## config.mk

```make
export PLATFORM = sky130hd
export DESIGN_NAME = alu_stage
export DESIGN_NICKNAME = d
export VERILOG_FILES = /design/src/rtl/risc_pkg.sv /design/src/rtl/alu_core.sv /design/src/rtl/alu_stage.sv
export SDC_FILE = /design/constraint.sdc
export NUM_CORES = 1
export LEC_CHECK = 0
export ABC_AREA = 1
export BUFFER_PORTS_ARGS = -buffer_cell sky130_fd_sc_hd__buf_2
export CAP_MARGIN = 30
export CORE_ASPECT_RATIO = 1.1
export CORE_MARGIN = 1
export CORE_UTILIZATION = 30
export CTS_BUF_LIST = sky130_fd_sc_hd__clkbuf_2 sky130_fd_sc_hd__clkbuf_4 sky130_fd_sc_hd__clkbuf_8
export DETAILED_ROUTE_END_ITERATION = 8
export PLACE_DENSITY = 0.52
export SLEW_MARGIN = 30
export SYNTH_ARGS = -nofsm -noshare
export SYNTH_HDL_FRONTEND = slang
export SYNTH_SLANG_ARGS = --single-unit
```

## constraint.sdc

```tcl
create_clock -name clk -period 1.85 [get_ports clk]
set_clock_uncertainty 0.1 [all_clocks]
set_input_delay 0.37 -clock clk [delete_from_list [all_inputs] [get_ports clk]]
set_output_delay 0.37 -clock clk [all_outputs]
set_load 0.005 [all_outputs]
```

## src/rtl/risc_pkg.sv

```systemverilog
// Shared datapath definitions for the RISC ALU stage: op encoding,
// status bit positions and the default datapath width.
package risc_pkg;

    localparam int DATA_WIDTH = 16;

    typedef enum logic [1:0] {
        ALU_ADD = 2'b00,
        ALU_SUB = 2'b01,
        ALU_AND = 2'b10,
        ALU_NOT = 2'b11
    } alu_op_e;

    localparam int STAT_Z = 2;
    localparam int STAT_N = 1;
    localparam int STAT_V = 0;

endpackage

```

## src/rtl/alu_core.sv

```systemverilog
// Combinational ALU: ADD/SUB/AND/NOT-B with zero, negative and signed
// overflow flags derived from the result.
module alu_core
    import risc_pkg::*;
#(
    parameter int WIDTH = DATA_WIDTH
) (
    input  logic [WIDTH-1:0] ain,
    input  logic [WIDTH-1:0] bin,
    input  alu_op_e          alu_op,
    output logic [WIDTH-1:0] result,
    output logic             z,
    output logic             n,
    output logic             v
);

    localparam int MSB = WIDTH - 1;

    always_comb begin
        result = '0;
        v      = 1'b0;
        case (alu_op)
            ALU_ADD: begin
                result = ain + bin;
                v      = (ain[MSB] == bin[MSB]) && (result[MSB] != ain[MSB]);
            end
            ALU_SUB: begin
                result = ain - bin;
                v      = (ain[MSB] != bin[MSB]) && (result[MSB] != ain[MSB]);
            end
            ALU_AND: result = ain & bin;
            ALU_NOT: result = ~bin;
            default: result = '0;
        endcase
    end

    assign z = (result == '0);
    assign n = result[MSB];

endmodule

```

## src/rtl/alu_stage.sv

```systemverilog
// Registered ALU stage behind the barrel shifter: operand muxes, a
// valid/ready handshake, and the C result and {Z,N,V} status registers.
module alu_stage
    import risc_pkg::*;
#(
    parameter int WIDTH = DATA_WIDTH
) (
    input  logic             clk,
    input  logic             reset_n,
    input  logic             in_valid,
    output logic             in_ready,
    input  logic [WIDTH-1:0] ain,
    input  logic [WIDTH-1:0] sout,
    input  logic [WIDTH-1:0] sximm5,
    input  logic             asel,
    input  logic             bsel,
    input  logic [1:0]       alu_op,
    input  logic             loads,
    output logic             out_valid,
    input  logic             out_ready,
    output logic [WIDTH-1:0] c,
    output logic [2:0]       status
);

    logic [WIDTH-1:0] ain_sel;
    logic [WIDTH-1:0] bin_sel;
    logic [WIDTH-1:0] result;
    logic             z;
    logic             n;
    logic             v;
    logic [2:0]       flags;
    logic             accept;

    assign ain_sel = asel ? '0 : ain;
    assign bin_sel = bsel ? sximm5 : sout;

    alu_core #(.WIDTH(WIDTH)) u_alu_core (
        .ain    (ain_sel),
        .bin    (bin_sel),
        .alu_op (alu_op_e'(alu_op)),
        .result (result),
        .z      (z),
        .n      (n),
        .v      (v)
    );

    always_comb begin
        flags         = '0;
        flags[STAT_Z] = z;
        flags[STAT_N] = n;
        flags[STAT_V] = v;
    end

    // Ready depends only on the output side so upstream never sees a
    // combinational loop through in_valid.
    assign in_ready = !out_valid || out_ready;
    assign accept   = in_valid && in_ready;

    always_ff @(posedge clk or negedge reset_n) begin
        if (!reset_n) begin
            c         <= '0;
            status    <= '0;
            out_valid <= 1'b0;
        end else if (accept) begin
            c         <= result;
            out_valid <= 1'b1;
            if (loads) begin
                status <= flags;
            end
        end else if (out_ready) begin
            out_valid <= 1'b0;
        end
    end

endmodule

```

==> metrics, run 1 <==
YS warnings=0; FF-to-FF Start=out_valid$_DFFE_PN0P_; CP Data Arrival Time=2.41 ns; Layout Nets=1015; fillcell total=1180; Port Buf Inserts=77; top-level I/O count=78; post-route minimum period=2.32 ns; GR Overflow Total=0; Distinct cells, synth=38; failing checks=setup timing; Synth async-reset ratio=100%; dominant cells by area after synthesis=nand2_1 (22%), dfrtp_1 (13%), inv_1 (11%); Avg Cell Area, Syn=5.55 um^2; area of the die=13200 um^2; Starting Density=31.2%; # setup viols final=16; DR DRC count=0; Vias=5241; GRT Resource Usage Total=24.4%; Die X=110 um; status=finished with violations; core footprint=12200 um^2; sequential share of the synthesized area=13.1%; r2r endpoint=status[2]$_DFFE_PN0P_; reg2reg path depth=13; Root Driver=clkbuf_8; 1st-pass router iterations=7; CP Data Required Time=1.94 ns; Die Ht=120 um; worst min-delay path class=in2reg; Max Slew Vio Count=0; Worst Slack Setup Final=-0.468 ns; Tot Pwr=3070 uW; Non-Filler Instances=1081; H-tree depth=1; vias per cell=4.85; DRT iter0 DRCs=383; total CTS buffers=3; diode count=0; share of cells above drive strength 1=55.2%; Crit Path Max Fanout=9; hold worst-path end=status[0]$_DFFE_PN0P_; Post-synth EDFFs=0; WL/cell=15.1 um; critical path startpoint category=input port; Final ANT Viol Nets=0; Synth area leader=nand2_1; Final Hold Violating Endpoints=0; Slew @ Worst Pin=0.438 ns; worst-skew pair later-pin latency=0.25 ns; Final Cycle Share=125%; initial antenna violation count=0; post-synth top area share=21.7%; worst setup path category=in2reg; Slew HR=70.8%; Post-Syn Nets=775; setup repair after global routing missed its margin=yes; Fin Hold WS=0.256 ns; Post-DP HPWL=13000 um; dpl cells=1060; Synth Flop Type=dfrtp_1; max cap viols=0; total routed wirelength=16300 um; reg-to-reg setup timing slack=0.17 ns; num rows=42; critical path endpoint category=flop; clock-pin slew on the worst setup and hold paths=0.07 ns; Post-Syn Instances=688; fmax=431 MHz; register bit total from synthesis=20; top cells by count, synth=nand2_1 (221), inv_1 (114), nand3_1 (83); CTS Sinks=20; CTS tree=yes; leakage=0.00364 uW; Routability Congestion=0.983; Pwr Density=447 nW/um^2; Worst Hold Depth=3; Max Buffers Root-to-Sink=2; Layout area overhead=79.9%; Synth Cell Area=3820 um^2; vias in the first global route=5009; peak supply drop=0.432 mV; largest net degree at the start of global routing=29; first-pass GRT wire length=25000 um; most common cell in the netlist=nand2_1; HP Start=loads
-- metrics by stage --
stage | setup slack, ns | cell area (um^2) | setup TNS, ns | util [%]
2_1_floorplan | -0.564 | 3890 | -5.83 | -
3_3_place_gp | -1.13 | 5550 | -16.63 | 45.3
3_5_place_dp | -1.19 | 5550 | -17.44 | 45.3
4_1_cts | -0.501 | 6190 | -5.37 | 50.5
5_1_grt | -0.599 | 6870 | -7.09 | 56.1
6_report | -0.468 | 6870 | -5.31 | 56.1
-- kinds of logic (layout without fill, tap and decap cells) --
logic type	count (synthesis)	in the layout	synth area share, %
AO/OA/AOI/OAI	78	78	11.4
XOR/XNOR	4	4	0.917
adder cells (fa/ha/maj)	30	30	9.83
buffers and inverters	134	373	14.3
flip-flops	20	20	13.1
AND/OR/NAND/NOR	422	422	50.4
-- report_power, final --
group / leakage [uW] / total [uW] / switching [uW] / internal, uW
clock: 0.0000288 / 323 / 134 / 189
sequential: 0.000253 / 553 / 40.2 / 513
combinational: 0.00336 / 2200 / 1190 / 1010
-- layer usage --
layer  share of wire, %  GRT usage, %  up-vias
li1                   -             -     2653
met1                 45          33.1     2383
met2                 47          42.5      182
met3                5.4         0.809       23
met4                2.2          5.33        0
met5                  0             0        -
-- layout make-up --
class	instances	area (um^2)	area share [%]
well taps	154	193	2.80
flip-flops and latches	20	500	7.28
inverters	119	469	6.83
clock buffers	4	55.1	0.801
repair buffers	250	1820	26.6
multi-input cells	534	3830	55.7
-- placed cells by master, fill, tap and decap left out, types with 3 or more instances in the layout --
cell type / instances
buf_4: 160
nand2_1: 149
inv_1: 82
buf_2: 74
nand2_2: 73
nand3_1: 61
nand2_4: 33
inv_2: 29
nor2_1: 29
nand3_2: 21
dfrtp_1: 20
ha_4: 18
nor2_2: 17
nor2_4: 15
o21ai_1: 14
o21ai_0: 12
o21ai_2: 11
a21oi_2: 10
ha_1: 10
buf_6: 8
a21oi_1: 7
nand4_1: 7
a21oi_4: 6
o22ai_1: 6
buf_12: 6
nand2_8: 4
nor3_4: 4
xor2_1: 4
clkbuf_8: 4
o21ai_4: 3
inv_4: 3
nand3_4: 3
nand3b_1: 3
-- worst max path at each step --
stage / slack, ns / endpoint / from / depth (start not counted)
floorplan: -0.56 / status[2]$_DFFE_PN0P_ / bsel / 21
global placement: -1.13 / status[2]$_DFFE_PN0P_ / bsel / 18
detailed placement: -1.19 / status[2]$_DFFE_PN0P_ / bsel / 18
CTS: -0.50 / status[2]$_DFFE_PN0P_ / bsel / 23
global route: -0.60 / status[2]$_DFFE_PN0P_ / bsel / 21
finish: -0.47 / status[2]$_DFFE_PN0P_ / bsel / 20
-- flip-flops by register name, indices dropped and copies added (netlist names) --
register   cells
c             16
out_valid      1
status         3
-- critical path, stage by stage --
cell     delay [ns]
buf_12         0.12
buf_12         0.14
o21ai_4        0.20
inv_2          0.07
ha_4           0.28
inv_4          0.05
buf_4          0.14
nand2_4        0.07
inv_1          0.05
a21oi_2        0.20
nand2_2        0.11
nand2_2        0.08
nand2_1        0.05
nand2_1        0.05
nand2_1        0.05
nand2_1        0.07
nand3_2        0.08
nor2_1         0.11
nand2_1        0.05
nand2_1        0.06
-- what timing repair did --
| action | 4_1_cts | 5_1_grt |
|---|---|---|
| buffers inserted | 8 | 8 |
| hold endpoints to repair | 20 | 0 |
| hold buffers | 1 | 0 |
| cloned | 1 | 0 |
| endpoints found under the setup margin | 19 | 18 |
| gates resized for setup | 136 | 170 |
| pin swaps | 37 | 84 |
Power figures use the tool's default switching activity.
==> inputs of run 2 (changes only) <==
- GPL_TIMING_DRIVEN: not set -> 0
==> run 2 against run 1 <==
The run still ends with setup timing left. Register-to-register slack lost 0.27 ns. Hold slack worse by 0.0081 ns. Count of clock-buffer cells in the layout is 1 lower. Critical endpoint unchanged. Largest cell class unchanged.
==> metrics, run 2 (synthesis gave the netlist of run 1 again) <==
status=finished with violations; failing checks=setup timing; cell mode on critical path=nand2_1; reg2reg path depth=13; CP Data Required Time=1.95 ns; largest net degree at the start of global routing=21; fmax=404 MHz; peak supply drop=0.504 mV; Crit Path Max Fanout=6; HP Start=loads; FF-to-FF Start=out_valid$_DFFE_PN0P_; Psw=1280 uW; critical path endpoint category=flop; Layout Nets=921; clock-pin slew on the worst setup and hold paths=0.07 ns; dpl cells=917; area of the die=13200 um^2; # setup viols final=16; H-tree depth=1; vias per cell=5.05; share of cells above drive strength 1=46.4%; top-level I/O count=78; DR DRC count=0; sequential power share=20.2%; Root Driver=clkbuf_8; Post-DP HPWL=11400 um; core footprint=12200 um^2; critical path startpoint category=input port; CTS Sinks=20; total CTS buffers=3; setup repair after global routing missed its margin=yes; WL/cell=15.2 um; fin util=49.0%; Vias=4978; Pint=1460 uW; Non-Filler Instances=986; DRT iter0 DRCs=353; most common cell after layout, fill and taps aside=nand2_1; first-pass GRT wire length=23600 um; Final Hold Violating Endpoints=0; register bank with the most flops=c; Worst Slack Setup Final=-0.628 ns; Die X=110 um; leakage=0.00316 uW; CP Data Arrival Time=2.58 ns; crit path cell chain=buf_12 -> buf_12 -> buf_12 -> nand2_2 -> o21ai_4 -> buf_4 -> ha_1 -> o21bai_1 -> inv_1 -> nand2_4 -> nand2_4 -> nand2_4 -> nand2_2 -> a21oi_2 -> nor2_2 -> nand2_1 -> nor2_1 -> nand2_1 -> nor2_1 -> nand2_1 -> nand2_1; Largest register FFs=16; GRT Resource Usage Total=23.0%; top flop regs=c (16), status (3), out_valid (1); worst setup path category=in2reg; sw frac=46.7%; Final ANT Viol Nets=0; Starting Density=31.2%; Placed Area=4460 um^2; clock share of power=10.2%; Max Slew Vio Count=0; Largest stage delay, worst path=0.23 ns; GR Overflow Total=0; Final Cycle Share=134%; vias in the first global route=4953; hold worst-path end=status[0]$_DFFE_PN0P_; CTS tree=yes; worst min-delay path class=in2reg; num rows=42; CP max-delay cell=ha_1; Layout area overhead=57.1%; post-route minimum period=2.48 ns; Fin Hold WS=0.248 ns; r2r endpoint=status[2]$_DFFE_PN0P_; Comb pwr share=69.6%; most frequent cells in the layout=nand2_1 (156), inv_1 (88), buf_2 (75); Slew HR=64.4%; Routability Congestion=0.916; 1st-pass router iterations=6; initial antenna violation count=0; reg-to-reg setup timing slack=-0.10 ns; worst-skew pair later-pin latency=0.25 ns; Worst Hold Depth=3; Slew @ Worst Pin=0.535 ns; diode count=0; max cap viols=0; total routed wirelength=15000 um; Port Buf Inserts=75; post-route cell area=6000 um^2; Pwr Density=456 nW/um^2; Max Buffers Root-to-Sink=2; Die Ht=120 um
## run 2: worst max path at each step
stage          from                    end  slack (ns)  cells past startpoint
6_report       bsel  status[2]$_DFFE_PN0P_       -0.63                     21
5_1_grt        bsel  status[2]$_DFFE_PN0P_       -0.81                     20
4_1_cts        bsel  status[2]$_DFFE_PN0P_       -0.69                     23
3_5_place_dp   bsel  status[2]$_DFFE_PN0P_       -1.36                     23
3_3_place_gp   bsel  status[2]$_DFFE_PN0P_       -1.37                     23
2_1_floorplan  bsel  status[2]$_DFFE_PN0P_       -0.56                     21
## run 2: per-stage QoR
stage                     TNS, ns  setup slack [ns]  total power [uW]
after floorplan             -5.83            -0.564              1400
after global placement     -17.29             -1.37              1810
after detailed placement   -17.52             -1.36              1820
after CTS                   -7.48            -0.690              2520
after global routing        -9.33            -0.807              2950
final                       -7.25            -0.628              2740
## run 2: area by class of cell
| cell class | count | area (um^2) |
|---|---|---|
| inverter | 119 | 475 |
| clock buffer | 3 | 41.3 |
| tap | 154 | 193 |
| timing repair buffer | 143 | 985 |
| multi-input combinational | 534 | 3660 |
| sequential | 20 | 500 |
| buffer | 13 | 148 |
| fill | 1284 | 6240 |
## run 2: layer usage
metal,vias up,wire length [um],global-route usage (%)
met5,-,0,0
met4,0,390,7.33
met3,27,806,1.02
met2,176,7130,40.3
met1,2313,6710,30.0
li1,2462,-,-
## run 2: critical path: cells and delay by family
family / cells / cell delay [ns]
compound gates: 3 / 0.28
fa+ha+maj: 1 / 0.23
buf+inv: 5 / 0.65
simple gates: 12 / 1.04
## run 2: what timing repair did
action | in CTS | in global routing
buffers inserted | 50 | 18
endpoints found under the setup margin | 18 | 18
endpoints found under the hold margin | 20 | 0
hold buffers | 1 | 0
pin swaps | 55 | 44
resized for setup | 177 | 100
## run 2: power groups by stage
stage	combinational [uW]	clock (uW)	sequential [uW]
floorplan	834	0	567
global placement	1250	0	558
detailed placement	1260	0	559
CTS	1680	287	551
global route	2090	298	562
finish	1910	281	552
